==> src/rtl/chooser_rr.sv <==
// N-way registered chooser: fixed-select or round-robin arbitration into one
// output register, valid/ready on both sides, one word per clock at full rate.
module chooser_rr #(
  parameter int WIDTH    = 4,
  parameter int CHANNELS = 4,
  parameter int SEL_W    = 2
) (
  input  logic                      clk,
  input  logic                      rst,
  input  logic                      mode,
  input  logic [SEL_W-1:0]          sel,
  input  logic [CHANNELS*WIDTH-1:0] in_data,
  input  logic [CHANNELS-1:0]       in_valid,
  output logic [CHANNELS-1:0]       in_ready,
  output logic [WIDTH-1:0]          out_data,
  output logic [SEL_W-1:0]          out_chan,
  output logic                      out_valid,
  input  logic                      out_ready
);

  logic [SEL_W-1:0]    rr_ptr;
  logic [SEL_W-1:0]    gnt_idx;
  logic                gnt_any;
  logic [CHANNELS-1:0] grant;
  logic [WIDTH-1:0]    gnt_data;
  logic [SEL_W-1:0]    cand;
  logic                load_en;
  logic                xfer;

  assign load_en = !out_valid || out_ready;

  // Pick the winning channel; round-robin starts just past the last winner
  // so the nearest valid channel after rr_ptr wins.
  always_comb begin
    gnt_idx = '0;
    gnt_any = 1'b0;
    cand    = '0;
    if (!mode) begin
      if (int'(sel) < CHANNELS) begin
        gnt_idx = sel;
        gnt_any = in_valid[sel];
      end
    end else begin
      for (int k = 1; k <= CHANNELS; k++) begin
        cand = SEL_W'((int'(rr_ptr) + k) % CHANNELS);
        if (!gnt_any && in_valid[cand]) begin
          gnt_idx = cand;
          gnt_any = 1'b1;
        end
      end
    end
  end

  always_comb begin
    grant    = '0;
    gnt_data = '0;
    for (int i = 0; i < CHANNELS; i++) begin
      if (gnt_any && gnt_idx == SEL_W'(i)) begin
        grant[i] = 1'b1;
        gnt_data = in_data[i*WIDTH +: WIDTH];
      end
    end
  end

  assign in_ready = grant & {CHANNELS{load_en}};
  assign xfer     = gnt_any && load_en;

  // Output register: load on transfer, otherwise drop valid once consumed.
  always_ff @(posedge clk or posedge rst) begin
    if (rst) begin
      out_valid <= 1'b0;
      out_data  <= '0;
      out_chan  <= '0;
      rr_ptr    <= SEL_W'(CHANNELS - 1);
    end else if (xfer) begin
      out_valid <= 1'b1;
      out_data  <= gnt_data;
      out_chan  <= gnt_idx;
      rr_ptr    <= gnt_idx;
    end else if (out_ready) begin
      out_valid <= 1'b0;
    end
  end

endmodule

==> config.mk <==
export PLATFORM = sky130hd
export DESIGN_NAME = chooser_rr
export DESIGN_NICKNAME = d
export VERILOG_FILES = /design/src/rtl/chooser_rr.sv
export SDC_FILE = /design/constraint.sdc
export NUM_CORES = 1
export LEC_CHECK = 0
export ABC_AREA = 1
export BUFFER_PORTS_ARGS = -buffer_cell sky130_fd_sc_hd__buf_2
export CAP_MARGIN = 10
export CORE_MARGIN = 5
export CORE_UTILIZATION = 30
export CTS_BUF_LIST = sky130_fd_sc_hd__clkbuf_8
export DETAILED_ROUTE_END_ITERATION = 10
export SLEW_MARGIN = 0
export SYNTH_ARGS = -nofsm -noshare
export SYNTH_HDL_FRONTEND = slang
export SYNTH_SLANG_ARGS = --single-unit
==> constraint.sdc <==
create_clock -name clk -period 1.8 [get_ports clk]
set_input_delay 0.09 -clock clk [delete_from_list [all_inputs] [get_ports clk]]
set_output_delay 0.09 -clock clk [all_outputs]
set_load 0.02 [all_outputs]
==> results of run 1 <==
-- what timing repair did --
action | 4_1_cts | 5_1_grt
pin swaps | 29 | 7
hold buffers | 1 | 0
endpoints found under the setup margin | 13 | 13
resized for setup | 53 | 5
hold endpoints to repair | 7 | 0
setup buffers | 10 | 2
-- kinds of logic after synthesis --
group / after synthesis / share of synthesized area
simple gates: 95 / 0.5043
buf+inv: 21 / 0.1092
compound gates: 17 / 0.1250
flops: 9 / 0.2615
-- power breakdown --
part	internal (mW)	switching (mW)	leakage (nW)
Sequential	0.307	0.0750	0.109
Clock	0.148	0.0774	0.0269
Combinational	0.844	1.08	0.705
Total	1.30	1.23	0.840
-- cells in the final DEF, fill, tap and decap left out, drive strengths merged --
cell          n
nand4         1
o21bai        1
a21oi         7
dlygate4sd3   1
clkbuf        3
nor3          1
o21ai         5
o211ai        4
dfrtp         7
nand2        68
inv          20
nand3        13
dfstp         2
buf          59
nor2         12
-- path summary, 6_finish.rpt --
kind	endpoint	slack [ps]	depth (start not counted)
max in group asynchronous	rr_ptr[0]	1140	3
min in group asynchronous	out_chan[1]	360	3
hold / removal	out_valid	180	4
hold reg to reg	out_data[0]	470	2
setup reg to reg	out_data[0]	-330	15
setup / recovery	in_ready[0]	-390	13
-- per-stage QoR --
stage,setup TNS (ps),util
2_1_floorplan,-527.6,-
3_3_place_gp,-1770,0.4279
3_5_place_dp,-2481,0.4279
4_1_cts,-3050,0.5318
5_1_grt,-5183,0.5440
6_report,-3468,0.5440
-- flip-flops by register name, indices dropped and copies added (netlist names) --
| name | count |
|---|---|
| out_chan | 2 |
| out_data | 4 |
| out_valid | 1 |
| rr_ptr | 2 |
-- area by class of cell --
class                           instances  area, µm²
Clock buffer                            3      41.29
Fill cell                             271       1257
Inverter                               19      78.83
Sequential cell                         9      227.7
Timing Repair Buffer                   60      429.2
Tap cell                               31      38.79
Multi-Input combinational cell        112      680.7
Clock inverter                          1      3.754
-- critical path: cells and delay by family (launching register included) --
| family | cells | cell delay, ps |
|---|---|---|
| AO/OA/AOI/OAI | 1 | 160 |
| buffers and inverters | 4 | 490 |
| flip-flops | 1 | 630 |
| AND/OR/NAND/NOR | 8 | 580 |
-- routing by layer --
| layer | vias to the layer above | part of all wire | wire length [µm] |
|---|---|---|---|
| met5 | - | 0 | 0 |
| met4 | 0 | 0.0062 | 17 |
| met3 | 2 | 0.046 | 127 |
| met2 | 28 | 0.53 | 1464 |
| met1 | 499 | 0.42 | 1144 |
| li1 | 574 | - | - |
==> flow_summary.toml, run 1 <==
[run_status]
outcome = "finished with violations"
violations = "setup timing"

[setup_path]
crit_type = "reg2out"
crit_arrival_ps = 2100
crit_start = "rr_ptr[0]"
cp_max_fo = 12
setup.worst_path.start_class = "flop"
cp-end-kind = "output pin"
required_ps = 1710
reg2reg_from = "rr_ptr[0]"
slowest_delay_ps = 630
critPathSlowestCell = "dfstp_2"
cp_cell_sequence = "inv_6 > buf_6 > nand2_4 > nand3_2 > nand2_2 > nor2_4 > nand2_1 > nor2_2 > o21bai_4 > nand2_2 > buf_8 > nor3_4 > buf_6"

[detailed_routing]
wl_per_cell_um = 11.71
detail_route.first_pass.iterations = 4
first_iter_violations = 30
wl_um = 2753
viasPerCell = 4.694
postRouteAntennaNets = 0
via_count = 1103
drc_errors = 0

[cells_and_area]
design_area_mm2 = 0.001500
diodes = 0
stdcell_count = 235
nets = 231
syn2layout_area_growth_pct = 72.27
drive_above_1_share = 0.5490

[placement]
place.gp.congestion = 0.8286
dpl.cell_count = 219
dp_slack_ps = -260.4
portBuffers = 36
dp_hpwl_um = 1979
place_area_mm2 = 0.001180

[global_route]
groute.usage.overall = 0.1442
overflow = 0
grtUsageMet2 = 0.2601
antenna_found_initial = 0
grt_busiest_layer = "met2"
grt_pass1_vias = 1162
grt_pass1_wl_um = 4899
met1_usage = 0.1647
met3_usage = 0.03678
grt_max_degree = 13

[timing]
tightest_slew_ps = 347.1
rsz0062_at_grt = "true"
period_share = 1.218
max-slew-margin-rel = 0.7684
fmax_mhz = 456.1
setup_viol = 13
whs_ps = 179.1
slew_violations = 0
skew_ps = 2.843
hold_viol = 0
setup_ws_ps = -392.4
finalCriticalPeriod_ps = 2192

[synth]
synth.net_count = 168
synth_edf_count = 0
async_flop_share = 1.000
synthesis.area_um2 = 870.8
yosys.cell_count.top_type = "nand2_1"
synth_flop_cell = "dfrtp_1"
ys_warn_count = 0
synth_commonest_cells = "nand2_1, inv_1, nand3_1"
synth.distinct_cells = 22
synthCells = 142
synth_area_leaders = "nand2_1, dfrtp_1, nand3_1"
syn_area_per_cell_um2 = 6.133
ys_ff_latch = 9
synth_top_cell_by_area = "nand2_1"
synth_top_area_frac = 0.2629
synth_seq_area_share = 0.2615

[floorplan]
io_pins = 37
die_h_um = 63.88
start_util = 0.3158
dieWidth_um = 63.88
coreArea_mm2 = 0.002758
row_count = 19
fp.dieArea_mm2 = 0.004080

[power]
ir_drop_mv = 0.8801
total_power_mw = 2.530
cellPowerDensity_mw_per_mm2 = 1687
p_leak_nw = 0.8401

[job]
drv_cap = 0

[clock_tree]
cts_sinks = 9
cts_tree = "built"
clk_path_buf_depth = 2
insertion_delay_ps = 230
cts_buffers = 3
root_buffer = "clkbuf_8"
path_clk_slew_ps = 50
cts.htree.levels = 1

[hold_path]
worstHoldStart = "out_ready"
hold_path_class = "in2reg"
No activity file was read; power rests on OpenSTA's default activity.
==> inputs of run 2 (changes only) <==
--- a/config.mk
+++ b/config.mk
@@ -6,12 +6,14 @@
 export NUM_CORES = 1
 export LEC_CHECK = 0
 export ABC_AREA = 1
-export BUFFER_PORTS_ARGS = -buffer_cell sky130_fd_sc_hd__buf_2
+export BUFFER_PORTS_ARGS = -buffer_cell sky130_fd_sc_hd__buf_4
 export CAP_MARGIN = 10
 export CORE_MARGIN = 5
-export CORE_UTILIZATION = 30
+export CORE_UTILIZATION = 44
 export CTS_BUF_LIST = sky130_fd_sc_hd__clkbuf_8
 export DETAILED_ROUTE_END_ITERATION = 10
+export PLACE_DENSITY = 0.78
+export RECOVER_POWER = 50
 export SLEW_MARGIN = 0
 export SYNTH_ARGS = -nofsm -noshare
 export SYNTH_HDL_FRONTEND = slang
==> run 2 against run 1 <==
The flow still finishes with violations (setup timing). Clock power up 5%. Via count up 18%. Die area down 27%. Final cell count up 2.6%. Non-clock buffer count up 10. Fmax down 4.7%. Sequential cell count unchanged. Critical path type unchanged. Largest cell class unchanged. Largest power group unchanged.
==> flow_summary.toml, run 2 (synthesis results as in run 1) <==
[run_status]
outcome = "finished with violations"
violations = "setup timing"

[power]
p_leak_nw = 0.9093
cellPowerDensity_mw_per_mm2 = 1751
ir_drop_mv = 1.315
total_power_mw = 2.932

[setup_path]
reg2reg_from = "rr_ptr[0]"
crit_arrival_ps = 2210
cp_max_fo = 5
required_ps = 1710
cp-end-kind = "output pin"
setup.worst_path.start_class = "flop"
crit_start = "rr_ptr[0]"
crit_type = "reg2out"

[job]
drv_cap = 0

[cells_and_area]
drive_above_1_share = 0.5981
reg_top3 = "out_data x4, out_chan x2, rr_ptr x2"
nets = 241
syn2layout_area_growth_pct = 92.24
final_common_cell = "buf_4"
largest_reg_flops = 4
post-route-util = 0.8711
largest_register = "out_data"
fill_cells = 101
diodes = 0
layout_common_cells = "buf_4, nand2_1, nand2_2"

[global_route]
grt_max_degree = 10
grt_pass1_wl_um = 5154
groute.usage.overall = 0.2435
grt_pass1_vias = 1259
overflow = 0
antenna_found_initial = 0

[floorplan]
coreArea_mm2 = 0.001922
start_util = 0.4531
row_count = 16
die_h_um = 54.49
fp.dieArea_mm2 = 0.002969
dieWidth_um = 54.49
io_pins = 37

[timing]
hold_viol = 0
tightest_slew_ps = 355.9
slew_violations = 0
setup_viol = 13
skew_ps = 7.076
fmax_mhz = 434.7
fin_setup_tns_ps = -4901
period_share = 1.278
finalCriticalPeriod_ps = 2300
max-slew-margin-rel = 0.7625
setup_ws_ps = -500.2
rsz0062_at_grt = "true"

[clock_tree]
cts_buffers = 3
insertion_delay_ps = 240
path_clk_slew_ps = 50
clk_path_buf_depth = 2
cts.htree.levels = 1
root_buffer = "clkbuf_8"
cts_tree = "built"
cts_sinks = 9

[detailed_routing]
viasPerCell = 5.423
postRouteAntennaNets = 0
drc_errors = 0
detail_route.first_pass.iterations = 4
first_iter_violations = 68
via_count = 1307
wl_per_cell_um = 17.13
wl_um = 4128

[placement]
place.gp.congestion = 0.8039
portBuffers = 36
dp_hpwl_um = 2174

[hold_path]
worstHoldStart = "in_data[6]"
hold_path_class = "in2reg"
## run 2: layer usage
layer  vias up  part of all wire  track usage
li1        589                 -            -
met5         -                 0            0
met3        27             0.063      0.08174
met2        81              0.51       0.4422
met1       610              0.36       0.2500
met4         0             0.060       0.1079
## run 2: path summary, 6_finish.rpt
kind | to | slack [ps] | cells after the start
min in group asynchronous | out_chan[0] | 390 | 3
worst max register to register | out_data[1] | -470 | 15
worst min register to register | out_chan[1] | 500 | 2
worst min-delay path | out_data[2] | 180 | 5
max in group asynchronous | rr_ptr[0] | 1110 | 3
worst max-delay path | in_ready[0] | -500 | 13
## run 2: final cells by class
cell class | count | area, µm² | share of cell area
Inverter | 19 | 81.33 | 0.04858
Clock inverter | 1 | 3.754 | 0.002242
Sequential cell | 9 | 227.7 | 0.1360
Timing Repair Buffer | 70 | 578.1 | 0.3453
Multi-Input combinational cell | 112 | 708.2 | 0.4230
Clock buffer | 3 | 41.29 | 0.02466
Tap cell | 27 | 33.78 | 0.02018
## run 2: what timing repair did
item	CTS	global route
resized for setup	33	24
endpoints found under the setup margin	13	13
pin swaps	17	18
endpoints found under the hold margin	7	0
hold buffers	1	0
setup buffers	12	11
## run 2: critical path, stage by stage (launching register included)
cell	delay, ps
dfstp_2	600
buf_12	130
nand2_2	80
nand2_2	120
nand2_2	60
nand2_2	80
nor2_1	50
nor2_1	90
nand2_1	90
nand3_2	100
nand2_4	80
buf_4	160
nor3_4	170
buf_6	140
## run 2: stage by stage
| step | cells | hold slack (ps) | setup slack (ps) | cell area [µm²] |
|---|---|---|---|---|
| 3_3_place_gp | 216 | 68.22 | -184.5 | 1272 |
| 6_report | 241 | 177.6 | -500.2 | 1674 |
| 3_5_place_dp | 216 | 70.64 | -257.3 | 1272 |
| 2_1_floorplan | 142 | -83.51 | -69.98 | 889.6 |
| 5_1_grt | 241 | 205.2 | -621.0 | 1674 |
| 4_1_cts | 231 | 159.6 | -372.0 | 1501 |
## run 2: report_power, final
group / switching (mW) / total [mW] / internal [mW]
Clock: 0.0891 / 0.238 / 0.149
Sequential: 0.0773 / 0.384 / 0.306
Combinational: 1.30 / 2.31 / 1.01
Total: 1.46 / 2.93 / 1.47
==> inputs of run 3 (changes only) <==
--- a/config.mk
+++ b/config.mk
@@ -6,7 +6,7 @@
 export NUM_CORES = 1
 export LEC_CHECK = 0
 export ABC_AREA = 1
-export BUFFER_PORTS_ARGS = -buffer_cell sky130_fd_sc_hd__buf_4
+export BUFFER_PORTS_ARGS = -buffer_cell sky130_fd_sc_hd__buf_2
 export CAP_MARGIN = 10
 export CORE_MARGIN = 5
 export CORE_UTILIZATION = 44
==> run 3 against run 2 <==
Wire length decreased by 29%. Largest power group unchanged. Die area unchanged. Largest cell class unchanged. Core utilization is 13 points lower. Highest routed layer unchanged. Clock skew decreased by 5.4 ps. Sequential power rose by 2%. Non-clock buffer count decreased by 8. The run still ends with setup timing left. Total power shrank 16%. Global-route usage is 2.1 points lower. Sequential share of layout area is 2.3 points higher. Via count decreased by 11%.
==> flow_summary.toml, run 3 (synthesis results as in run 1) <==
[run_status]
outcome = "finished with violations"
violations = "setup timing"

[global_route]
groute.usage.overall = 0.2229
grt_pass1_wl_um = 4754
grtUsageMet2 = 0.4263
overflow = 0
met3_usage = 0.05177
antenna_found_initial = 0
grt_busiest_layer = "met2"
grt_max_degree = 10
met1_usage = 0.2263
grt_pass1_vias = 1178

[floorplan]
die_h_um = 54.49
dieWidth_um = 54.49
start_util = 0.4531
row_count = 16
io_pins = 37
coreArea_mm2 = 0.001922
fp.dieArea_mm2 = 0.002969

[cells_and_area]
final_common_cell = "nand2_1"
largest_reg_flops = 4
syn2layout_area_growth_pct = 63.94
reg_top3 = "out_data x4, out_chan x2, rr_ptr x2"
layout_common_cells = "nand2_1, buf_2, buf_4"
nets = 234
largest_register = "out_data"
drive_above_1_share = 0.5411
multi_input_area_um2 = 638.1
diodes = 0
seqCellArea_um2 = 227.7
fill_cells = 162

[placement]
place.gp.congestion = 0.9153
dp_hpwl_um = 1985
portBuffers = 36

[clock_tree]
root_buffer = "clkbuf_8"
cts_sinks = 9
path_clk_slew_ps = 50
insertion_delay_ps = 230
cts.htree.levels = 1
cts_tree = "built"
cts_buffers = 3
clk_path_buf_depth = 2

[setup_path]
r2r_cells = 15
cp_cell_sequence = "inv_2 > nand2_2 > nand2_2 > nand2_1 > nand2_2 > a21oi_2 > nand2_1 > nand3_2 > nand2_4 > buf_6 > nor3_4 > buf_6"
setup.worst_path.start_class = "flop"
slowest_delay_ps = 650
required_ps = 1710
critPathSlowestCell = "dfstp_2"
worst_path_most_repeated_cell = "nand2_2"
reg2reg_from = "rr_ptr[0]"
crit_arrival_ps = 2130
rr_endpoint = "out_data[3]"
r2r_setup_slack_ps = -340
crit_type = "reg2out"
cp_max_fo = 8
cp-end-kind = "output pin"

[job]
drv_cap = 0

[power]
p_leak_nw = 0.8065
comb_power_share = 0.746
ir_drop_mv = 1.044
total_power_mw = 2.463
power.share.clock = 0.094
cellPowerDensity_mw_per_mm2 = 1725
power_switching_share = 0.4953
intPower_mw = 1.243
pwr-share-seq = 0.159
p_switching_mw = 1.220

[detailed_routing]
first_iter_violations = 24
postRouteAntennaNets = 0
via_count = 1169
viasPerCell = 4.996
wl_per_cell_um = 12.58
detail_route.first_pass.iterations = 4
wl_um = 2944
drc_errors = 0

[timing]
skew_ps = 1.675
fmax_mhz = 450.9
max-slew-margin-rel = 0.7821
setup_ws_ps = -417.9
hold_viol = 0
finalCriticalPeriod_ps = 2218
setup_viol = 13
slew_violations = 0
tightest_slew_ps = 326.5
fin_setup_tns_ps = -3507
rsz0062_at_grt = "true"
period_share = 1.232
whs_ps = 144.9

[hold_path]
holdPathStages = 4
holdPathEnd = "out_valid"
worstHoldStart = "out_ready"
hold_path_class = "in2reg"
-- run 3: cell types whose count changed in the layout (fill, tap and decap cells not counted), sizes merged --
| cell | delta |
|---|---|
| clkbuf | -1 |
| clkinv | -1 |
| buf | -7 |
| inv | +2 |
-- run 3: worst max path at each step --
stage | start | endpoint | slack [ps] | depth (start not counted)
finish | rr_ptr[0] | in_ready[0] | -420 | 12
global route | rr_ptr[0] | in_ready[0] | -550 | 12
CTS | rr_ptr[0] | in_ready[1] | -360 | 13
detailed placement | rr_ptr[0] | in_ready[1] | -270 | 13
global placement | rr_ptr[0] | in_ready[1] | -170 | 14
floorplan | rr_ptr[0] | in_ready[1] | -70 | 13
-- run 3: layout make-up --
class	instances	area share
Clock buffer	3	0.02892
Clock inverter	1	0.002629
Inverter	19	0.05346
Multi-Input combinational cell	112	0.4470
Sequential cell	9	0.1595
Tap cell	27	0.02366
Timing Repair Buffer	62	0.2822
Timing Repair inverter	1	0.002629
-- run 3: critical path: cells and delay by family (launching register included) --
family | cells | cell delay [ps]
simple gates | 8 | 750
flops | 1 | 650
buf+inv | 3 | 370
compound gates | 1 | 130
-- run 3: per-layer routing --
layer  vias up  wire length (µm)
met1       535              1039
met3        11               174
met4         0                87
met5         -                 0
li1        574                 -
met2        49              1642
-- run 3: what timing repair did --
action	4_1_cts	5_1_grt
setup endpoints to repair	13	13
gates cloned	1	0
pin swaps	8	4
hold endpoints to repair	7	0
hold buffers	1	0
resized for setup	22	12
setup buffers	10	0
-- run 3: stage by stage --
step / utilization / area, µm² / std cells / setup slack, ps
after floorplan: - / 889.6 / 142 / -69.98
after global placement: 0.6230 / 1197 / 218 / -174.2
after detailed placement: 0.6230 / 1197 / 218 / -269.8
after CTS: 0.7207 / 1385 / 234 / -359.3
after global routing: 0.7428 / 1428 / 234 / -546.9
final: 0.7428 / 1428 / 234 / -417.9
-- run 3: power groups by stage --
stage	Combinational, mW	Clock, mW	Sequential [mW]
final	1.84	0.232	0.393
after global routing	2.01	0.249	0.409
after CTS	1.71	0.231	0.385
after detailed placement	1.44	0	0.383
after global placement	1.41	0	0.380
after floorplan	0.926	0	0.435
